### src/rtl/dmem_arbiter.sv
// Two-port arbiter/sequencer for the single-port data memory (pipeline P, DMA D).
// Define DMEM_ARB_RR_EN for round-robin arbitration; default is fixed P-over-D priority.
module dmem_arbiter #(
  parameter int AW  = 16,
  parameter int DW  = 16,
  parameter int LAT = 1
) (
  input  logic          clk,
  input  logic          rst,
  input  logic          p_req,
  input  logic          p_we,
  input  logic [AW-1:0] p_addr,
  input  logic [DW-1:0] p_wdata,
  output logic [DW-1:0] p_rdata,
  output logic          p_ack,
  output logic          p_stall,
  input  logic          d_req,
  input  logic          d_we,
  input  logic [AW-1:0] d_addr,
  input  logic [DW-1:0] d_wdata,
  output logic [DW-1:0] d_rdata,
  output logic          d_ack,
  output logic          m_en,
  output logic          m_we,
  output logic [AW-1:0] m_addr,
  output logic [DW-1:0] m_wdata,
  input  logic [DW-1:0] m_rdata,
  output logic          busy
);

  typedef enum logic [1:0] {IDLE, ACCESS, WAIT, DONE} state_t;

  state_t     state, state_next;
  logic       owner;
  logic [3:0] cnt;
  logic       grant_valid;
  logic       grant_d;

`ifdef DMEM_ARB_RR_EN
  logic rr_ptr;

  always_comb begin
    grant_valid = p_req | d_req;
    grant_d     = (p_req & d_req) ? rr_ptr : d_req;
  end
`else
  always_comb begin
    grant_valid = p_req | d_req;
    grant_d     = ~p_req & d_req;
  end
`endif

  assign p_stall = p_req & ~p_ack;

  always_comb begin
    state_next = state;
    case (state)
      IDLE:    if (grant_valid) state_next = ACCESS;
      ACCESS:  state_next = m_we ? DONE : WAIT;
      WAIT:    if (cnt == 4'd0) state_next = DONE;
      DONE:    state_next = IDLE;
      default: state_next = IDLE;
    endcase
  end

  always_ff @(posedge clk or posedge rst) begin
    if (rst) state <= IDLE;
    else     state <= state_next;
  end

  // Every read passes through WAIT: data is valid LAT cycles after ACCESS, so even LAT=1 needs one capture cycle.
  always_ff @(posedge clk or posedge rst) begin
    if (rst) begin
      owner   <= 1'b0;
      cnt     <= 4'd0;
      m_en    <= 1'b0;
      m_we    <= 1'b0;
      m_addr  <= '0;
      m_wdata <= '0;
      p_rdata <= '0;
      d_rdata <= '0;
      p_ack   <= 1'b0;
      d_ack   <= 1'b0;
      busy    <= 1'b0;
`ifdef DMEM_ARB_RR_EN
      rr_ptr  <= 1'b0;
`endif
    end else begin
      m_en  <= 1'b0;
      p_ack <= 1'b0;
      d_ack <= 1'b0;
      busy  <= (state_next != IDLE);
      case (state)
        IDLE: begin
          if (grant_valid) begin
            m_en    <= 1'b1;
            owner   <= grant_d;
            m_we    <= grant_d ? d_we    : p_we;
            m_addr  <= grant_d ? d_addr  : p_addr;
            m_wdata <= grant_d ? d_wdata : p_wdata;
`ifdef DMEM_ARB_RR_EN
            rr_ptr  <= ~grant_d;
`endif
          end
        end
        ACCESS: begin
          if (m_we) begin
            p_ack <= ~owner;
            d_ack <= owner;
          end else begin
            cnt <= 4'(LAT - 1);
          end
        end
        WAIT: begin
          if (cnt == 4'd0) begin
            if (owner) d_rdata <= m_rdata;
            else       p_rdata <= m_rdata;
            p_ack <= ~owner;
            d_ack <= owner;
          end else begin
            cnt <= cnt - 4'd1;
          end
        end
        default: ;
      endcase
    end
  end

endmodule

### config.mk
export PLATFORM = sky130hd
export DESIGN_NAME = dmem_arbiter
export DESIGN_NICKNAME = d
export VERILOG_FILES = /design/src/rtl/dmem_arbiter.sv
export SDC_FILE = /design/constraint.sdc
export NUM_CORES = 1
export LEC_CHECK = 0
export CAP_MARGIN = 5
export CORE_MARGIN = 1
export CORE_UTILIZATION = 35
export CTS_BUF_LIST = sky130_fd_sc_hd__clkbuf_16
export CTS_CLUSTER_SIZE = 30
export DETAILED_ROUTE_END_ITERATION = 10
export GPL_ROUTABILITY_DRIVEN = 0
export PLACE_DENSITY = 0.71
export SETUP_SLACK_MARGIN = 0.2
export SYNTH_ARGS = -nofsm -noshare
export SYNTH_HDL_FRONTEND = slang
export SYNTH_SLANG_ARGS = --single-unit
export TNS_END_PERCENT = 30
### constraint.sdc
create_clock -name clk -period 2.5 [get_ports clk]
set_clock_uncertainty 0.15 [all_clocks]
set_input_delay 0.625 -clock clk [delete_from_list [all_inputs] [get_ports clk]]
set_output_delay 0.625 -clock clk [all_outputs]
set_load 0.05 [all_outputs]
==> results of run 1 <==
how the worst max path moves through the flow:
stage,endpoint,slack (ns),depth (start not counted)
after floorplan,p_stall,0.39,1
after global placement,p_stall,0.18,3
after detailed placement,p_stall,0.17,3
after CTS,p_stall,0.17,3
after global routing,p_ack,0.17,1
final,p_ack,0.22,1
logic make-up after synthesis:
group | Yosys count | synth area share [%]
AO/OA/AOI/OAI | 43 | 6.72
adder cells (fa/ha/maj) | 5 | 1.88
buffers and inverters | 22 | 3.56
flip-flops | 76 | 57.0
multiplexers | 66 | 22.1
AND/OR/NAND/NOR | 57 | 8.67
area by class of cell:
class | instances | area (µm²)
Clock buffer | 9 | 225
Clock inverter | 7 | 57.6
Fill cell | 794 | 3850
Inverter | 8 | 33.8
Multi-Input combinational cell | 171 | 1340
Sequential cell | 76 | 1900
Tap cell | 129 | 161
Timing Repair Buffer | 162 | 1680
layer usage:
metal | vias up | share of wire, % | wire length [µm] | GRT usage [%]
met2 | 101 | 50 | 3890 | 29.6
met5 | - | 0 | 0 | 0
met1 | 1215 | 43 | 3350 | 20.3
met4 | 0 | 1.1 | 86 | 5.09
met3 | 8 | 6.7 | 529 | 4.57
li1 | 1250 | - | - | -
report_power, final:
group          switching [µW]  total (µW)  internal, µW
clock network             534        1220           686
logic                    2920        4580          1660
registers                 336        2180          1850
total                    3790        7980          4190
metrics by stage:
stage	instances	power, µW
6_report	562	7980
3_3_place_gp	546	6740
5_1_grt	562	8420
2_1_floorplan	269	5230
3_5_place_dp	546	6840
4_1_cts	562	8080
state kept, by name, summed over array words and instances (netlist names), 2 cells and up:
signal   count
cnt          4
m_addr      16
p_rdata     16
state        2
d_rdata     16
m_wdata     16
placed cells by master (no fill, tap or decap), types with 2 or more instances in the layout:
master	n
mux2_4	10
o211ai_1	2
buf_4	4
mux2i_1	34
clkdlybuf4s50_1	143
buf_12	4
and2b_1	2
mux2_2	12
inv_1	7
o21ai_0	36
dlymetal6s2s_1	10
clkbuf_16	9
nor3_1	4
clkinvlp_4	4
ha_1	5
nor2_1	3
inv_6	4
a21oi_1	2
mux2_1	10
nand2_1	35
dfrtp_1	76
timing repair:
| action | CTS | global route |
|---|---|---|
| pin swaps | 0 | 0 |
| buffers inserted | 0 | 0 |
| endpoints found under the setup margin | 4 | 39 |
| gates resized for setup | 1 | 11 |
==> results.json, run 1 <==
{
  "die-area_um2": 9920,
  "final_util_pct": 58.3,
  "dieHeight_um": 99.6,
  "drive_gt1_share_pct": 12.2,
  "whs_ns": 0.328,
  "crit_start": "p_ack",
  "syn_nets": 360,
  "hp-class": "register to register",
  "io_buffers": 155,
  "antenna_left": 0,
  "vdd_ir_drop_max_uv": 584,
  "p_per_area_nw_per_um2": 1480,
  "max_freq_mhz": 439,
  "cp_slowest_cell": "clkdlybuf4s50_1",
  "drt-total-wl_um": 7850,
  "max_slew_margin_pct": 61.0,
  "grt_use_total_pct": 16.9,
  "grt.overflow.total": 0,
  "synth_area_leader_cell": "dfrtp_1",
  "cp-end-kind": "primary output",
  "grt_pass1_wl_um": 13200,
  "cts-root-buf": "clkbuf_16",
  "ios": 156,
  "rrSetupSlack_ns": 0.30,
  "synthToLayoutAreaGrowth_pct": 61.7,
  "clk_pin_slew_worst_paths_ns": 0.06,
  "hold_depth": 2,
  "pre_cts_ws_ns": 0.166,
  "critPathMaxFanout": 2,
  "worstSetupStartpointType": "register",
  "die_w_um": 99.6,
  "synth_flop_cell": "dfrtp_1",
  "synth_most_common_cell": "dfrtp_1",
  "hold_start": "m_addr[14]",
  "yosysUniqueCellTypes": 32,
  "antenna_cells": 0,
  "tns_ns": 0,
  "coreArea_um2": 9240,
  "max-cap-violations": 0,
  "ctsHoldBuffers": 0,
  "h-tree-depth": 3,
  "cts_tree": "done",
  "drt_pass1_iterations": 4,
  "worst_pin_slew_ns": 0.585,
  "final_area_um2": 5390,
  "insertion_delay_ns": 0.32,
  "yosys-top-cells-count": "76 x dfrtp_1, 37 x o21ai_0, 35 x nand2_1, 34 x mux2i_1, 12 x mux2_2",
  "fin_crit_sh_pct": 91.1,
  "r2r-end": "p_rdata[15]",
  "path_cells": "clkdlybuf4s50_1",
  "critical_path.top_delay_family": "buffers and inverters",
  "outcome": "finished clean",
  "cp.arrival_ns": 1.50,
  "fin_ws_ns": 0.223,
  "syn_area_um2": 3330,
  "rows": 35,
  "num_vias": 2574,
  "hold_end": "m_addr[14]",
  "hold_viol_final": 0,
  "hpwl_um": 5790,
  "synth_seq_cells": 76,
  "async_flop_share_pct": 100,
  "worstPathRequired_ns": 1.73,
  "r2r_start": "state[0]",
  "synth.area.top_cells": "dfrtp_1 57%, mux2i_1 10%, o21ai_0 5.6%",
  "viasPerCell": 4.58,
  "cts_sinks": 76,
  "yosysWarnings": 0,
  "setup_violations": 0,
  "synth-edff-count": 0,
  "crit_type": "register to primary output",
  "grt_pass1_vias": 2739,
  "fin_crit_ns": 2.28,
  "cp.buffers_inverters": 1,
  "start_util_pct": 36.1,
  "drtIter0Drc": 42,
  "syn_avg_cell_area_um2": 12.4,
  "reg2reg_depth": 6,
  "p_leak_uw": 0.00241,
  "ys_seq_area_share_pct": 57.0,
  "drcViolationCount": 0,
  "post_drt_wl_per_cell_um": 14.0,
  "finalMaxSlewViolations": 0,
  "cts_buffers": 9,
  "antenna_found_initial": 0,
  "placed_area_um2": 5080,
  "grt_max_degree": 77,
  "syn_inst": 269,
  "synth_top_area_share_pct": 57.0,
  "rsz0062_at_grt": "true",
  "layout.nets": 519,
  "clockBufferDepth": 2,
  "crit_path_max_incr_delay_ns": 0.82
}
No activity file was read; power rests on OpenSTA's default activity.
==> run 2: changes to the inputs <==
--- a/config.mk
+++ b/config.mk
@@ -12,6 +12,7 @@
 export CTS_CLUSTER_SIZE = 30
 export DETAILED_ROUTE_END_ITERATION = 10
 export GPL_ROUTABILITY_DRIVEN = 0
+export MAX_ROUTING_LAYER = met4
 export PLACE_DENSITY = 0.71
 export SETUP_SLACK_MARGIN = 0.2
 export SYNTH_ARGS = -nofsm -noshare
==> run 2 against run 1 <==
Net effect:
- maximum frequency about the same
- wire length about the same
- count of clock-buffer cells in the layout unchanged
- utilization about the same
- first-iteration DRC count increased by 43%
- global-route usage increased by 0.59 points
- final area about the same
- via count increased by 0.19%
- critical path type unchanged
==> results.json, run 2 (synthesis results as in run 1) <==
{
  "r2r_start": "state[0]",
  "hp-class": "register to register",
  "hpwl_um": 5790,
  "finalMaxSlewViolations": 0,
  "cp.buffers_inverters": 1,
  "cp_slowest_cell": "clkdlybuf4s50_1",
  "reg2reg_depth": 6,
  "p_leak_uw": 0.00242,
  "ff_latch_area_um2": 1900,
  "layout.nets": 519,
  "worstSetupStartpointType": "register",
  "grt.overflow.total": 0,
  "cp.arrival_ns": 1.50,
  "rsz0062_at_grt": "true",
  "insertion_delay_ns": 0.33,
  "setup_violations": 0,
  "coreArea_um2": 9240,
  "drive_gt1_share_pct": 12.2,
  "rows": 35,
  "cp-endpoint": "p_ack",
  "drt_pass1_iterations": 4,
  "drtIter0Drc": 60,
  "h-tree-depth": 3,
  "grt_pass1_wl_um": 13300,
  "cts-root-buf": "clkbuf_16",
  "antenna_cells": 0,
  "dieHeight_um": 99.6,
  "critical_path.top_delay_family": "buffers and inverters",
  "ios": 156,
  "fin_crit_ns": 2.28,
  "ctsHoldBuffers": 0,
  "p_int_uw": 4190,
  "critPathMaxFanout": 2,
  "cp-end-kind": "primary output",
  "comb_power_share_pct": 57.3,
  "max_freq_mhz": 439,
  "antenna_left": 0,
  "cts_tree": "done",
  "drcViolationCount": 0,
  "grt_pass1_vias": 2727,
  "switching_power_uw": 3790,
  "power_uw": 7980,
  "cts_buffers": 9,
  "post_drt_wl_per_cell_um": 14.0,
  "multi_input_area_um2": 1340,
  "drt-total-wl_um": 7860,
  "tns_ns": 0,
  "switching_share_pct": 47.5,
  "final_common_cell": "clkdlybuf4s50_1",
  "grt_max_degree": 77,
  "hold_viol_final": 0,
  "max_slew_margin_pct": 61.4,
  "post-cts-setup-buffers": 0,
  "outcome": "finished clean",
  "crit_type": "register to primary output",
  "max-cap-violations": 0,
  "rrSetupSlack_ns": 0.30,
  "worstPathRequired_ns": 1.73,
  "seq_power_share_pct": 27.4,
  "clk_pin_slew_worst_paths_ns": 0.06,
  "final_cell_mix": "142 x clkdlybuf4s50_1, 76 x dfrtp_1, 36 x o21ai_0",
  "crit_path_max_incr_delay_ns": 0.82,
  "path_cells": "clkdlybuf4s50_1",
  "fin_crit_sh_pct": 91.2,
  "r2r-end": "p_rdata[15]",
  "clockBufferDepth": 2,
  "nFillCells": 793,
  "io_buffers": 155,
  "worst_pin_slew_ns": 0.577,
  "antenna_found_initial": 0,
  "p_clk_share_pct": 15.3,
  "start_util_pct": 36.1,
  "num_vias": 2579,
  "crit_start": "p_ack",
  "p_per_area_nw_per_um2": 1480,
  "vdd_ir_drop_max_uv": 583,
  "cts_sinks": 76,
  "die_w_um": 99.6,
  "cp_num_cells": 1,
  "grt_use_total_pct": 17.5,
  "viasPerCell": 4.59,
  "synthToLayoutAreaGrowth_pct": 61.7,
  "die-area_um2": 9920
}
==> run 2: power by group through the flow <==
| stage | logic (µW) | clock network, µW | registers, µW |
|---|---|---|---|
| floorplan | 1110 | 0 | 4120 |
| global placement | 4550 | 0 | 2180 |
| detailed placement | 4620 | 0 | 2220 |
| CTS | 4630 | 1250 | 2200 |
| global route | 4840 | 1310 | 2270 |
| finish | 4580 | 1220 | 2180 |
==> run 2: timing repair <==
item,CTS,global route
resized for setup,1,12
pin swaps,0,0
endpoints found under the setup margin,4,43
==> run 2: worst min path at each step <==
stage | slack (ns) | cells after the start | endpoint | from
floorplan | 0.38 | 2 | cnt[0] | cnt[0]
global placement | 0.31 | 2 | m_wdata[14] | m_wdata[14]
detailed placement | 0.32 | 2 | m_addr[14] | m_addr[14]
CTS | 0.33 | 2 | m_addr[14] | m_addr[14]
global route | 0.36 | 2 | m_addr[14] | m_addr[14]
finish | 0.33 | 2 | m_addr[14] | m_addr[14]
==> run 2: cell type report <==
type,count,area share [%]
tap,129,2.99
inverter,8,0.626
multi-input combinational,171,24.8
sequential,76,35.3
clock inverter,7,1.07
clock buffer,9,4.18
timing repair buffer,162,31.1
==> run 2: per-layer routing <==
| layer | global-route usage [%] | vias to the layer above | part of all wire (%) |
|---|---|---|---|
| met3 | 3.72 | 9 | 5.5 |
| met4 | 5.09 | 0 | 1.1 |
| li1 | - | 1252 | - |
| met5 | - | - | 0 |
| met1 | 21.0 | 1216 | 44 |
| met2 | 29.8 | 102 | 49 |
==> run 2: through the flow <==
step / cells / setup slack [ns] / utilization, % / hold slack, ns / instance area, µm²
2_1_floorplan: 269 / 0.393 / - / 0.380 / 3340
3_3_place_gp: 546 / 0.177 / 55.0 / 0.311 / 5080
3_5_place_dp: 546 / 0.166 / 55.0 / 0.319 / 5080
4_1_cts: 562 / 0.166 / 58.0 / 0.334 / 5360
5_1_grt: 562 / 0.164 / 58.4 / 0.361 / 5390
6_report: 562 / 0.220 / 58.4 / 0.326 / 5390
==> run 3: changes to the inputs <==
--- a/config.mk
+++ b/config.mk
@@ -11,10 +11,12 @@
 export CTS_BUF_LIST = sky130_fd_sc_hd__clkbuf_16
 export CTS_CLUSTER_SIZE = 30
 export DETAILED_ROUTE_END_ITERATION = 10
+export DONT_BUFFER_PORTS = 1
 export GPL_ROUTABILITY_DRIVEN = 0
 export MAX_ROUTING_LAYER = met4
-export PLACE_DENSITY = 0.71
+export PLACE_DENSITY = 0.49
 export SETUP_SLACK_MARGIN = 0.2
+export SKIP_LAST_GASP = 1
 export SYNTH_ARGS = -nofsm -noshare
 export SYNTH_HDL_FRONTEND = slang
 export SYNTH_SLANG_ARGS = --single-unit
==> run 3 against run 2 <==
Net effect:
- final cell count is 28% lower
- largest cell class unchanged
- sequential cell count is the same
- sequential share of layout area rose by 15 points
==> results.json, run 3 (synthesis results as in run 1) <==
{
  "finalMaxSlewViolations": 0,
  "ios": 156,
  "hold_viol_final": 0,
  "grt_use_total_pct": 13.8,
  "grt_max_degree": 68,
  "cp-end-kind": "primary output",
  "grt_pass1_vias": 1933,
  "layout.nets": 363,
  "drive_gt1_share_pct": 17.3,
  "clk_pin_slew_worst_paths_ns": 0.06,
  "drcViolationCount": 0,
  "worstSetupStartpointType": "register",
  "final_cell_mix": "76 x dfrtp_1, 36 x o21ai_0, 35 x nand2_1",
  "die_w_um": 99.6,
  "start_util_pct": 36.1,
  "critPathMaxFanout": 2,
  "crit_type": "register to primary output",
  "h-tree-depth": 3,
  "io_buffers": 0,
  "r2r-end": "p_rdata[13]",
  "outcome": "finished clean",
  "fin_crit_ns": 2.06,
  "drt-total-wl_um": 6330,
  "max_slew_margin_pct": 57.5,
  "post-cts-setup-buffers": 0,
  "grt_pass1_wl_um": 10000,
  "hpwl_um": 4580,
  "drt_pass1_iterations": 4,
  "worst_pin_slew_ns": 0.636,
  "ctsHoldBuffers": 0,
  "setup_violations": 0,
  "clockBufferDepth": 2,
  "cts_sinks": 76,
  "cp.buffers_inverters": 1,
  "fin_crit_sh_pct": 82.4,
  "post_drt_wl_per_cell_um": 15.6,
  "final_common_cell": "dfrtp_1",
  "cts-root-buf": "clkbuf_16",
  "synthToLayoutAreaGrowth_pct": 13.9,
  "cp.arrival_ns": 1.28,
  "tns_ns": 0,
  "reg2reg_depth": 5,
  "critical_path.top_delay_family": "flip-flops",
  "pre_cts_ws_ns": 0.501,
  "hp-class": "input port to asynchronous set/reset pin",
  "rrSetupSlack_ns": 0.50,
  "antenna_found_initial": 0,
  "coreArea_um2": 9240,
  "dieHeight_um": 99.6,
  "die-area_um2": 9920,
  "rows": 35,
  "cp_slowest_cell": "dfrtp_1",
  "worstPathRequired_ns": 1.73,
  "max_freq_mhz": 486,
  "antenna_cells": 0,
  "rsz0062_at_grt": "false",
  "antenna_left": 0,
  "drtIter0Drc": 48,
  "insertion_delay_ns": 0.32,
  "cts_resized": 0,
  "max-cap-violations": 0,
  "r2r_start": "state[0]",
  "crit_path_max_incr_delay_ns": 0.56,
  "grt.overflow.total": 0,
  "num_vias": 1986,
  "fin_ws_ns": 0.441,
  "whs_ns": 0.0975,
  "nFillCells": 865,
  "cts_buffers": 9,
  "cts_tree": "done",
  "path_cells": "nor2b_1 -> buf_4",
  "viasPerCell": 4.89
}
run 3: changes by cell type in the layout (fill, tap and decap cells not counted), moves of 2 or more:
cell / change
buf_12: -2
clkdlybuf4s50_1: -142
clkinv_1: +2
clkinvlp_4: -3
dlymetal6s2s_1: -11
run 3: layer usage:
metal  track usage [%]  wire length (µm)  up-vias
li1                  -                 -      941
met1              17.3              2830      914
met2              19.6              2760      124
met3              5.34               634        7
met4              6.45               104        0
met5                 -                 0        -
run 3: worst reg2reg max path, cell delays in order, from the launching register on:
cell	delay, ns
dfrtp_1	0.41
inv_1	0.12
ha_1	0.17
nand4bb_1	0.21
nor2_4	0.43
mux2_2	0.39
run 3: final cells by class:
class | count | area, µm² | area share, %
Clock buffer | 9 | 225 | 5.93
Clock inverter | 7 | 72.6 | 1.91
Inverter | 8 | 33.8 | 0.890
Multi-Input combinational cell | 171 | 1330 | 35.1
Sequential cell | 76 | 1900 | 50.1
Tap cell | 129 | 161 | 4.25
Timing Repair Buffer | 6 | 70.1 | 1.85
run 3: worst max path at each step:
stage          startpoint          end  slack (ns)  cells past startpoint
4_1_cts             p_ack      p_stall        0.41                      2
6_report            p_ack      p_stall        0.44                      2
3_5_place_dp     state[0]  p_rdata[13]        0.50                      5
3_3_place_gp     state[0]  p_rdata[13]        0.55                      5
2_1_floorplan       p_req      p_stall        0.39                      1
5_1_grt             p_ack      p_stall        0.34                      2
run 3: stage by stage:
| step | instance area [µm²] | utilization, % | std cells |
|---|---|---|---|
| 6_report | 3800 | 41.1 | 406 |
| 5_1_grt | 3800 | 41.1 | 406 |
| 4_1_cts | 3800 | 41.1 | 406 |
| 3_5_place_dp | 3500 | 37.9 | 390 |
| 3_3_place_gp | 3500 | 37.9 | 390 |
| 2_1_floorplan | 3340 | - | 269 |
Power of run 3 is left out: the tool's default activity adds up to more than one toggle a clock period on the data nets, which glitch-free logic cannot reach.
